==> config.mk <==
export PLATFORM = sky130hd
export DESIGN_NAME = dpll_loop_ctrl
export DESIGN_NICKNAME = d
export VERILOG_FILES = /design/src/rtl/dpll_ctrl_pkg.sv /design/src/rtl/dlf_event_counter.sv /design/src/rtl/dpll_loop_ctrl.sv
export SDC_FILE = /design/constraint.sdc
export NUM_CORES = 1
export LEC_CHECK = 0
export ABC_AREA = 1
export CORE_ASPECT_RATIO = 1.5
export CORE_MARGIN = 8
export CORE_UTILIZATION = 52
export CTS_BUF_LIST = sky130_fd_sc_hd__clkbuf_16
export DETAILED_ROUTE_END_ITERATION = 8
export PLACE_DENSITY = 0.71
export RECOVER_POWER = 50
export SLEW_MARGIN = 20
export SYNTH_ARGS = -nofsm -noshare
export SYNTH_HDL_FRONTEND = slang
export SYNTH_SLANG_ARGS = --single-unit
==> constraint.sdc <==
create_clock -name oscInput -period 2.9 [get_ports oscInput]
set_input_delay 0.725 -clock oscInput [delete_from_list [all_inputs] [get_ports oscInput]]
set_output_delay 0.725 -clock oscInput [all_outputs]
set_load 0.1 [all_outputs]
==> src/rtl/dpll_ctrl_pkg.sv <==
// Shared state encoding and default loop constants for the DPLL bandwidth/lock controller.
package dpll_ctrl_pkg;
   typedef enum logic [1:0] {
      IDLE  = 2'b00,
      ACQ   = 2'b01,
      SHIFT = 2'b10,
      TRACK = 2'b11
   } ctrlState_e;

   localparam int unsigned DEF_WINDOW  = 65536;
   localparam int unsigned DEF_K_ACQ   = 4;
   localparam int unsigned DEF_K_TRACK = 10;
endpackage

==> src/rtl/dlf_event_counter.sv <==
// Counts rising edges of loop-filter carry/borrow with saturation; exposes the total
// including the current cycle's events so the window-end decision sees them.
module dlf_event_counter #(
   parameter int unsigned EVT_W = 8
) (
   input  logic             clk,
   input  logic             rstN,
   input  logic             carry,
   input  logic             borrow,
   input  logic             restart,
   output logic [EVT_W-1:0] nextTotal
);
   logic             carryQ;
   logic             borrowQ;
   logic [EVT_W-1:0] count;
   logic [1:0]       inc;
   logic [EVT_W:0]   sum;

   always_comb begin
      inc       = {1'b0, carry & ~carryQ} + {1'b0, borrow & ~borrowQ};
      sum       = {1'b0, count} + {{(EVT_W-1){1'b0}}, inc};
      nextTotal = sum[EVT_W] ? '1 : sum[EVT_W-1:0];
   end

   always_ff @(posedge clk or negedge rstN) begin
      if (!rstN) begin
         carryQ  <= 1'b0;
         borrowQ <= 1'b0;
         count   <= '0;
      end else begin
         carryQ  <= carry;
         borrowQ <= borrow;
         count   <= restart ? '0 : nextTotal;
      end
   end
endmodule

==> src/rtl/dpll_loop_ctrl.sv <==
// Gear-shift and lock controller: wide K during acquisition, narrow K once quiet,
// with loop-filter clears around every modulus change.
module dpll_loop_ctrl
   import dpll_ctrl_pkg::*;
#(
   parameter int unsigned WINDOW       = DEF_WINDOW,
   parameter int unsigned WIN_W        = 20,
   parameter int unsigned EVT_W        = 8,
   parameter int unsigned LOCK_THR     = 4,
   parameter int unsigned UNLOCK_THR   = 32,
   parameter int unsigned LOCK_WINDOWS = 4,
   parameter int unsigned SETTLE       = 16,
   parameter int unsigned K_W          = 4,
   parameter int unsigned K_ACQ        = DEF_K_ACQ,
   parameter int unsigned K_TRACK      = DEF_K_TRACK
) (
   input  logic             oscInput,
   input  logic             reset,
   input  logic             enable,
   input  logic             dlfCarry,
   input  logic             dlfBorrow,
   output logic [K_W-1:0]   kExp,
   output logic             dlfClear,
   output logic             locked,
   output logic [1:0]       state,
   output logic [EVT_W-1:0] eventCount
);
   localparam int unsigned QW = $clog2(LOCK_WINDOWS + 1);
   localparam int unsigned SW = (SETTLE > 1) ? $clog2(SETTLE) : 1;
   localparam logic [K_W-1:0] KA = K_W'(K_ACQ);
   localparam logic [K_W-1:0] KT = K_W'(K_TRACK);

   ctrlState_e       curState, nextState;
   logic [WIN_W-1:0] winCnt;
   logic [QW-1:0]    quietCnt;
   logic [SW-1:0]    settleCnt;
   logic [EVT_W-1:0] evTotal;
   logic             counting, winEnd, quietWin, unlockWin, lockReached, settleDone;
   logic             stateChange, evRestart;
   logic [K_W-1:0]   kExpNext;
   logic             clearNext, lockedNext;

   assign counting    = (curState == ACQ) || (curState == TRACK);
   assign winEnd      = counting && (32'(winCnt) == WINDOW - 1);
   assign quietWin    = 32'(evTotal) <= LOCK_THR;
   assign unlockWin   = 32'(evTotal) >= UNLOCK_THR;
   assign lockReached = 32'(quietCnt) + 1 >= LOCK_WINDOWS;
   assign settleDone  = 32'(settleCnt) == SETTLE - 1;
   assign stateChange = nextState != curState;
   assign evRestart   = stateChange || winEnd || !counting;
   assign state       = curState;

   dlf_event_counter #(.EVT_W(EVT_W)) uEvents (
      .clk       (oscInput),
      .rstN      (reset),
      .carry     (dlfCarry),
      .borrow    (dlfBorrow),
      .restart   (evRestart),
      .nextTotal (evTotal)
   );

   always_comb begin
      nextState = curState;
      case (curState)
         IDLE:    if (enable) nextState = ACQ;
         ACQ:     if (winEnd && quietWin && lockReached) nextState = SHIFT;
         SHIFT:   if (settleDone) nextState = TRACK;
         TRACK:   if (winEnd && unlockWin) nextState = ACQ;
         default: nextState = IDLE;
      endcase
      if (!enable) nextState = IDLE;

      // Outputs are decoded from the next state so they register alongside it.
      kExpNext   = ((nextState == SHIFT) || (nextState == TRACK)) ? KT : KA;
      lockedNext = nextState == TRACK;
      clearNext  = (nextState == IDLE) || (nextState == SHIFT) ||
                   ((nextState == ACQ) && (curState == TRACK));
   end

   always_ff @(posedge oscInput or negedge reset) begin
      if (!reset) begin
         curState <= IDLE;
         kExp     <= KA;
         dlfClear <= 1'b1;
         locked   <= 1'b0;
      end else begin
         curState <= nextState;
         kExp     <= kExpNext;
         dlfClear <= clearNext;
         locked   <= lockedNext;
      end
   end

   always_ff @(posedge oscInput or negedge reset) begin
      if (!reset) begin
         winCnt     <= '0;
         quietCnt   <= '0;
         settleCnt  <= '0;
         eventCount <= '0;
      end else begin
         winCnt <= (stateChange || !counting || winEnd) ? '0 : winCnt + 1'b1;

         if ((curState != ACQ) || stateChange) quietCnt <= '0;
         else if (winEnd) quietCnt <= quietWin ? quietCnt + 1'b1 : '0;

         settleCnt <= ((curState == SHIFT) && !stateChange) ? settleCnt + 1'b1 : '0;

         if (winEnd) eventCount <= evTotal;
      end
   end
endmodule

; Word level (Yosys, flattened, before mapping)
; Cells that the tools add are included.
[totals]
regBits = 53
latchBits = 0
mem_bits_rw = 0
rom_bits = 0
input_bits = 5
output_inout_bits = 16
elab_cells = 67
mem_count = 0
[op_classes]
addsub = 6
multipliers = 0
n_div = 0
order_cmp = 3
n_eq_ne = 10
shifts = 0
muxes = 13
bitwise = 4
n_reduce_logical = 20
[ops]
columns = cell, count
row1 = "adder 20 x 1 -> 20 bit, second input constant", 1
row2 = "== test 20 x 16 -> 1 bit, second input constant", 1
row3 = two-way mux 20 bit, 1
row4 = two-way mux 8 bit, 2
row5 = adder 8 x 2 -> 9 bit, 1
row6 = logical OR 1 bit, 9
row7 = two-way mux 3 bit, 3
row8 = "== test 2 bit, second input constant", 4
row9 = "greater-or-equal comparator 8 x 6 -> 1 bit, second input constant", 1
row10 = "<= comparator 8 x 3 -> 1 bit, second input constant", 1
row11 = two-way mux 2 bit, 4
row12 = two-way mux 4 bit, 2
row13 = one-hot mux 2 bit (4 select lines), 1
row14 = logical AND 1 bit, 6
row15 = "adder 3 x 1 -> 4 bit, second input constant", 1
row16 = "adder 4 x 1 -> 4 bit, second input constant", 1
row17 = "== test 2 x 1 -> 1 bit, second input constant", 2
row18 = "== test 4 bit, second input constant", 1
row19 = "greater-or-equal comparator 4 x 3 -> 1 bit, second input constant", 1
row20 = zero test 2 bit, 2
row21 = "adder 3 x 1 -> 3 bit, second input constant", 1
row22 = adder 1 x 1 -> 2 bit, 1
row23 = bitwise AND 1 bit, 2
row24 = zero test 1 bit, 2
row25 = 4 further kinds, 5

; Logic depth before layout (Yosys ltp)
; Gate-level depths: netlist (run 1).
[logic_depth]
word_depth = 15
depth_mapped = 19
mapped_depth_nobuf = 19

; Modules after synthesis
; Synthesis (run 1) repeated with hierarchy kept, for this count alone.
[unflattened]
hier_cells = 302
hier_area_um2 = 2638.8
[by_module_without_submodules]
columns = module, n_inst, cells_each, area_each_um2, seq_area_each_um2
row1 = dpll_loop_ctrl, 1, 231, 2097.0, 1028.5
row2 = dlf_event_counter, 1, 71, 541.8, 250.2

; Worst setup path before layout (run 1)
; OpenSTA, ideal clock, no wires.
[synth_path]
path_type = in2reg
from = input dlfCarry
to = register winCnt[14]
setup_ps = 121
arrival_time_ps = 2596
required_ps = 2779
setup_slack_ps = 183
stages = 16
n_path_buf = 1
path_cell_list = nand2_1 > fa_1 > inv_1 > ha_1 > nand3_2 > inv_1 > nand3_1 > nand2_1 > nand2_1 > nor2_1 > nand3_2 > nand2_4 > inv_4 > nand3_4 > buf_8 > nor2_2
[synth_via]
elab_chain_cells = 14
elab_cells_between_ends = 17
classes_between = add/sub: 2 / order compare: 2 / eq/ne: 1 / mux: 6 / bitwise: 1 / reduce/logical: 5
[synth_lines]
columns = item, line_no
row1 = from (decl), dpll_loop_ctrl.sv:20  ; input logic dlfCarry,
row2 = bitwise AND 1 bit *, dlf_event_counter.sv:20  ; inc = {1'b0, carry & ~carryQ} + {1'b0, borrow & ~borrowQ};
row3 = adder 1 x 1 -> 2 bit *, dlf_event_counter.sv:20
row4 = adder 8 x 2 -> 9 bit *, dlf_event_counter.sv:21  ; sum = {1'b0, count} + {{(EVT_W-1){1'b0}}, inc};
row5 = two-way mux 8 bit *, dlf_event_counter.sv:22  ; nextTotal = sum[EVT_W] ? '1 : sum[EVT_W-1:0];
row6 = <= comparator 8 x 3 -> 1 bit, dpll_loop_ctrl.sv:45  ; assign quietWin = 32'(evTotal) <= LOCK_THR;
row7 = logical AND 1 bit (2 in series), dpll_loop_ctrl.sv:66  ; ACQ: if (winEnd && quietWin && lockReached) nextState = SHIFT;
row8 = two-way mux 2 bit, dpll_loop_ctrl.sv:66
row9 = one-hot mux 2 bit (4 select lines) *, dpll_loop_ctrl.sv:64  ; case (curState)
row10 = two-way mux 2 bit *, dpll_loop_ctrl.sv:71  ; if (!enable) nextState = IDLE;
row11 = via nextState[0], dpll_loop_ctrl.sv:33  ; ctrlState_e curState, nextState;
row12 = != test 2 bit *, dpll_loop_ctrl.sv:49  ; assign stateChange = nextState != curState;
row13 = logical OR 1 bit * (2 in series), dpll_loop_ctrl.sv:101  ; winCnt <= (stateChange || !counting || winEnd) ? '0 : winCnt + 1'b1;
row14 = two-way mux 20 bit *, dpll_loop_ctrl.sv:101
row15 = to (signal assigned), dpll_loop_ctrl.sv:101
row16 = to (decl), dpll_loop_ctrl.sv:34  ; logic [WIN_W-1:0] winCnt;
; Mark *: on every way through the listed nets, which the timed path passes. The rest lies on a longest branch.
; A chain may end at the register's enable or synchronous reset.

; Worst setup path after layout (run 1)
[layout_path]
from = input dlfBorrow
to = register winCnt[19]
[layout_via]
elab_chain_cells = 14
elab_cells_between_ends = 17
classes_between = add/sub: 2 / order compare: 2 / eq/ne: 1 / mux: 6 / bitwise: 1 / reduce/logical: 5
[layout_lines]
columns = item, line_no
row1 = from (decl), dpll_loop_ctrl.sv:21  ; input logic dlfBorrow,
row2 = bitwise AND 1 bit *, dlf_event_counter.sv:20
row3 = adder 1 x 1 -> 2 bit *, dlf_event_counter.sv:20
row4 = adder 8 x 2 -> 9 bit *, dlf_event_counter.sv:21
row5 = two-way mux 8 bit *, dlf_event_counter.sv:22
row6 = <= comparator 8 x 3 -> 1 bit, dpll_loop_ctrl.sv:45
row7 = logical AND 1 bit (2 in series), dpll_loop_ctrl.sv:66
row8 = two-way mux 2 bit, dpll_loop_ctrl.sv:66
row9 = one-hot mux 2 bit (4 select lines) *, dpll_loop_ctrl.sv:64
row10 = two-way mux 2 bit *, dpll_loop_ctrl.sv:71
row11 = via nextState[0], dpll_loop_ctrl.sv:33
row12 = != test 2 bit *, dpll_loop_ctrl.sv:49
row13 = logical OR 1 bit * (2 in series), dpll_loop_ctrl.sv:101
row14 = two-way mux 20 bit *, dpll_loop_ctrl.sv:101
; Marked as above.

==> impl_metrics.json, run 1 <==
{
  "fin_hold_ws_ns": 0.462,
  "power_mw": 1.39,
  "overflow": 0,
  "worst_ep_arrival_time_ns": 2.72,
  "synth.avg_cell_area_um2": 9.01,
  "nets": 328,
  "core_area_mm2": 0.00473,
  "initial_core_util_pct": 53.1,
  "dieArea_mm2": 0.00736,
  "first_global_vias": 1956,
  "period_minus_slack_ns": 2.55,
  "cellLeakagePower_nw": 1.49,
  "clkSinkCount": 51,
  "antenna_left": 0,
  "hold_class": "flop to flop",
  "fillCellCount": 385,
  "synthFlopType": "dfrtp_1",
  "maxSlewHeadroom_pct": -19.2,
  "ios": 21,
  "grt-busiest-layer": "met2",
  "drive_gt1_share_pct": 26.6,
  "p_sw_mw": 0.325,
  "violations": "max-capacitance violations, max-slew violations",
  "cap_violations": 1,
  "die_h_um": 101,
  "clk_path_buf_depth": 2,
  "hold_viol": 0,
  "fin_setup_tns_ns": 0,
  "timing.fmax_mhz": 393,
  "ys_types": 37,
  "area_growth_pct": 25.9,
  "place_congestion": 0.892,
  "multi_input_area_mm2": 0.00118,
  "drc": 0,
  "synth_common_cells": "nand2_1, dfrtp_1, inv_1, nor2_1, nor2_2",
  "clk_latency_ns": 0.29,
  "setup_viol": 0,
  "port_buffers": 19,
  "clkTransAtPathRegs_ns": 0.07,
  "p_sw_share_pct": 23.3,
  "endpoint_kind": "flop",
  "routed_wl_mm": 5.04,
  "grt_use_met2_pct": 27.6,
  "ys_ff_latch": 51,
  "numCtsBuffers": 5,
  "drtIter0Drc": 74,
  "intPower_mw": 1.07,
  "crit_fanout": 7,
  "reg2reg_from": "uEvents.borrowQ$_DFF_PN0_",
  "antenna_cells": 0,
  "seqPwrFrac_pct": 51.7,
  "viasPerCell": 4.99,
  "drv_slew": 34,
  "grt_start_max_net_pins": 34,
  "placed_cell_area_mm2": 0.00284,
  "synth_top_area_share_pct": 48.8,
  "p_clk_share_pct": 41.2,
  "dr.pass1.iters": 4,
  "cp_data_required_time_ns": 3.08,
  "cts_tree": "yes",
  "wire_per_inst_um": 13.1,
  "synth-edff-count": 0,
  "design_area_mm2": 0.00316,
  "antenna_found_initial": 0,
  "fin_crit_sh_pct": 87.8,
  "layout.cells.non_filler": 385,
  "synth-warning-count": 0,
  "synth_nets": 289,
  "peakVddDrop_mv": 0.329,
  "cp-start-kind": "primary input",
  "grt_pass1_wl_mm": 8.49,
  "fin_skew_ns": 0.00852,
  "synthMostInstantiatedCell": "nand2_1",
  "rsz0062_at_grt": "no",
  "ys_seq_area_share_pct": 50.9,
  "power_density_mw_per_mm2": 441,
  "num_vias": 1921,
  "area.sequential_mm2": 0.00128,
  "synth.top_cells.by_area": "dfrtp_1, nand2_1, inv_1",
  "num_rows": 31,
  "cts_root_buf": "clkbuf_16",
  "p_comb_share_pct": 7.1,
  "h-tree-depth": 2,
  "post-place-cells": 374,
  "grt_use_met1_pct": 14.6,
  "grt.total_usage_pct": 14.7,
  "fp.dieW_um": 72.8,
  "max_slew.worst_pin.slew_ns": 1.79,
  "netlist_area_mm2": 0.00251,
  "grt_util_met3_pct": 3.37,
  "hp-start": "winCnt[0]$_DFF_PN0_",
  "synthArstFlopShare_pct": 100,
  "place_hpwl_mm": 3.52,
  "crit_type": "primary input to flop",
  "crit_start": "dlfBorrow",
  "synth_area_leader_cell": "dfrtp_1",
  "syn_inst": 279,
  "status": "complete, but fails checks"
}
sequential cells by signal, indices dropped and copies added (netlist names):
name,count
winCnt,20
eventCount,8
uEvents.count,8
settleCnt,4
quietCnt,3
kExp,2
state,2
dlfClear,1
locked,1
uEvents.borrowQ,1
uEvents.carryQ,1
final timing paths:
kind | to | slack (ns) | depth (start not counted)
min reg2reg | winCnt[0]$_DFF_PN0_ | 0.46 | 1
max | winCnt[19]$_DFF_PN0_ | 0.35 | 17
max reg2reg | winCnt[19]$_DFF_PN0_ | 0.50 | 17
min in group asynchronous | uEvents.borrowQ$_DFF_PN0_ | 0.90 | 1
max in group asynchronous | eventCount[5]$_DFFE_PN0P_ | 0.76 | 2
min | winCnt[0]$_DFF_PN0_ | 0.46 | 1
power by group through the flow:
stage	Sequential (mW)	Combinational, mW	Clock (mW)
finish	0.721	0.0995	0.574
global route	0.721	0.110	0.619
CTS	0.721	0.0918	0.592
detailed placement	0.734	0.0887	0
global placement	0.734	0.0868	0
floorplan	0.744	0.0382	0
stage by stage:
stage	setup slack [ns]	utilization, %
2_1_floorplan	0.183	-
3_3_place_gp	-0.364	59.9
3_5_place_dp	-0.475	59.9
4_1_cts	0.0190	64.2
5_1_grt	0.184	66.9
6_report	0.355	66.9
layout make-up:
cell class                 instances  area share [%]
sequential                        51            40.4
tap                               66            2.61
clock inverter                     3           0.633
clock buffer                       5            3.95
inverter                          39            4.82
timing repair buffer              37            10.1
multi-input combinational        184            37.4
critical path: stages:
cell and delay, ns:
dlymetal6s2s_1 0.11, nand2_2 0.08, fa_2 0.36, inv_2 0.08, ha_4 0.14, nand3_4 0.11
inv_4 0.11, nand3_1 0.07, nand2_1 0.11, nand2_1 0.07, nor2_2 0.16, nand3_4 0.11
nand2_4 0.10, inv_4 0.05, nand3_4 0.12, clkbuf_16 0.18, nor2_1 0.04
logic make-up after synthesis:
| family | after synthesis | synth area share [%] |
|---|---|---|
| AOI/OAI and AO/OA | 16 | 3.48 |
| xor gates and xnor gates | 14 | 4.88 |
| adders and majority gates | 5 | 2.79 |
| buffers and inverters | 44 | 7.76 |
| DFF | 51 | 50.9 |
| other | 1 | 0.149 |
| and+or+nand+nor | 148 | 30.1 |
cells in the final DEF (no fill, tap or decap), types with 2 or more instances in the layout:
cell,Yosys,final
o21ai_0,9,8
nand2_2,2,6
nand3_1,10,9
xnor2_1,6,5
ha_1,4,3
xor2_1,8,8
inv_4,1,2
nor2_1,36,33
nor4_1,2,2
clkinv_1,1,2
nor3_1,4,4
dlymetal6s2s_1,0,2
clkbuf_16,0,7
buf_4,2,22
nand3_4,2,4
buf_12,0,2
nand4_4,1,2
nand2_4,2,5
a21oi_1,4,4
nand4_1,4,4
nand2_1,60,52
nor2_2,13,15
dfrtp_1,49,49
nor3b_2,1,3
nor3b_4,0,2
clkbuf_1,1,8
nor2_4,2,3
dfstp_2,2,2
inv_1,36,34
metal layers:
metal	up-vias	wire length, um
li1	953	-
met1	931	1940
met2	24	2810
met3	13	131
met4	0	161
met5	-	0
what timing repair did:
item	4_1_cts	5_1_grt
gates cloned	0	2
hold buffers	0	0
buffers inserted	0	1
gates resized for setup	15	22
pin swaps	1	4
setup endpoints to repair	36	37
Power figures use the tool's default switching activity.
==> run 2: changes to the inputs <==
Settings changed: CORE_ASPECT_RATIO 1.5 to 1.25, PLACE_DENSITY 0.71 to 0.76.
Clock period 2.9 ns to 2.34 ns, I/O delays scaled along.
==> run 2 against run 1 <==
Compared with the run above:
- the flow finishes with violations (negative setup slack)
- worst setup slack lost 0.47 ns
- count of clock-buffer cells in the layout unchanged
- first-iteration DRC count is 24% higher
- combinational power grew 24%
- register-to-register slack worse by 0.62 ns
- sequential power increased by 24%
- critical path type is now flop to flop
- critical endpoint is now quietCnt[2]$_DFFE_PN0P_
==> impl_metrics.json, run 2 (synthesis results as in run 1) <==
{
  "status": "complete, but fails checks",
  "violations": "negative setup slack",
  "hold_buffers": 0,
  "antenna_left": 0,
  "largest_reg_flops": 20,
  "rsz0062_at_grt": "yes",
  "overflow": 0,
  "nets": 332,
  "first_global_vias": 1954,
  "initial_core_util_pct": 53.5,
  "worst_ep_arrival_time_ns": 2.65,
  "post-place-cells": 369,
  "cp_data_required_time_ns": 2.54,
  "core_area_mm2": 0.00469,
  "cp-start-kind": "flop",
  "wire_per_inst_um": 13.6,
  "fillCellCount": 362,
  "period_minus_slack_ns": 2.46,
  "place_congestion": 0.921,
  "crit_type": "flop to flop",
  "placed_cell_area_mm2": 0.00287,
  "power_mw": 1.70,
  "drv_slew": 0,
  "clkSinkCount": 51,
  "grt_start_max_net_pins": 26,
  "clk_latency_ns": 0.28,
  "dieArea_mm2": 0.00733,
  "viasPerCell": 5.09,
  "mostFrequentLayoutCells": "nand2_1, dfrtp_1, inv_1",
  "place_hpwl_mm": 3.44,
  "place_ws_ns": -0.822,
  "hold_viol": 0,
  "area_growth_pct": 27.9,
  "ios": 21,
  "area.sequential_mm2": 0.00128,
  "timing.fmax_mhz": 407,
  "cts_root_buf": "clkbuf_16",
  "fin_setup_tns_ns": -0.640,
  "drive_gt1_share_pct": 35.0,
  "clk_path_buf_depth": 2,
  "power_density_mw_per_mm2": 528,
  "endpoint_kind": "flop",
  "numCtsBuffers": 5,
  "num_vias": 1950,
  "dr.pass1.iters": 4,
  "reg2reg_depth": 18,
  "antenna_cells": 0,
  "grt_pass1_wl_mm": 8.54,
  "reg2reg_slack_ns": -0.12,
  "drtIter0Drc": 92,
  "routed_wl_mm": 5.20,
  "drc": 0,
  "cellLeakagePower_nw": 1.54,
  "multi_input_area_mm2": 0.00125,
  "grt.total_usage_pct": 14.5,
  "cap_violations": 0,
  "fin_crit_sh_pct": 105,
  "design_area_mm2": 0.00322,
  "h-tree-depth": 2,
  "num_rows": 28,
  "layout.cells.non_filler": 383,
  "peakVddDrop_mv": 0.412,
  "die_h_um": 93.7,
  "port_buffers": 19,
  "hold_class": "primary input to asynchronous set/reset pin",
  "fp.dieW_um": 78.2,
  "top_register": "winCnt",
  "cts_tree": "yes",
  "antenna_found_initial": 0,
  "fin_skew_ns": 0.00528,
  "setup_viol": 19,
  "top_regs": "winCnt: 20 flops, eventCount: 8 flops, uEvents.count: 8 flops",
  "max_slew.worst_pin.slew_ns": 0.569,
  "maxSlewHeadroom_pct": 61.7,
  "clkTransAtPathRegs_ns": 0.06,
  "setup_slack_ns": -0.116,
  "crit_fanout": 5,
  "layout_commonest_cell": "nand2_1"
}
run 2: through the flow:
| stage | hold slack (ns) | util [%] |
|---|---|---|
| floorplan | 0.289 | - |
| finish | 0.268 | 68.5 |
| global route | 0.295 | 68.5 |
| detailed placement | 0.450 | 61.2 |
| global placement | 0.443 | 61.2 |
| CTS | 0.287 | 66.3 |
run 2: what timing repair did:
item | 4_1_cts | 5_1_grt
pin swaps | 10 | 10
resized for setup | 23 | 26
setup endpoints to repair | 41 | 40
gates cloned | 2 | 0
setup buffers | 4 | 0
run 2: cell type report:
type | instances | area share [%]
clock inverter | 3 | 0.389
timing repair buffer | 39 | 9.92
inverter | 39 | 4.82
sequential | 51 | 39.8
clock buffer | 5 | 3.89
tap | 60 | 2.33
multi-input combinational | 186 | 38.8
run 2: final timing paths:
path	end	from
max in group asynchronous	kExp[2]$_DFF_PN1_	reset
max reg2reg	quietCnt[2]$_DFFE_PN0P_	uEvents.carryQ$_DFF_PN0_
min reg2reg	settleCnt[0]$_DFF_PN0_	settleCnt[0]$_DFF_PN0_
min	uEvents.count[5]$_DFF_PN0_	reset
max	quietCnt[2]$_DFFE_PN0P_	uEvents.carryQ$_DFF_PN0_
min in group oscInput	uEvents.borrowQ$_DFF_PN0_	dlfBorrow
run 2: where the power goes:
group          switching, mW  leakage (nW)  internal (mW)  total, mW
Sequential           0.00704         0.655          0.889      0.896
Combinational         0.0818         0.812         0.0409      0.123
Clock                  0.293        0.0762          0.387      0.680
run 2: routing by layer:
| metal | part of all wire [%] | global-route usage [%] |
|---|---|---|
| met5 | 0 | 0 |
| met4 | 2.0 | 5.57 |
| met3 | 3.4 | 3.45 |
| met2 | 54 | 26.8 |
| met1 | 40 | 15.4 |
run 2: critical path: stages, from the launching register on:
cell     delay [ns]
dfrtp_1        0.37
inv_2          0.06
nand2_4        0.04
fa_2           0.36
inv_2          0.08
ha_4           0.14
nand3_4        0.13
inv_4          0.10
nand2_4        0.08
nand2_2        0.08
nand2_1        0.06
nand2_2        0.08
nor2_4         0.04
nand3_4        0.08
nand2_4        0.07
inv_6          0.11
buf_6          0.11
nand4_4        0.14
nor3b_2        0.24
==> run 3: changes to the inputs <==
Settings changed: CTS_CLUSTER_SIZE from default to 10.
==> results of run 3 <==
No change in the layout: final DEF, timing and power equal those of run 2.
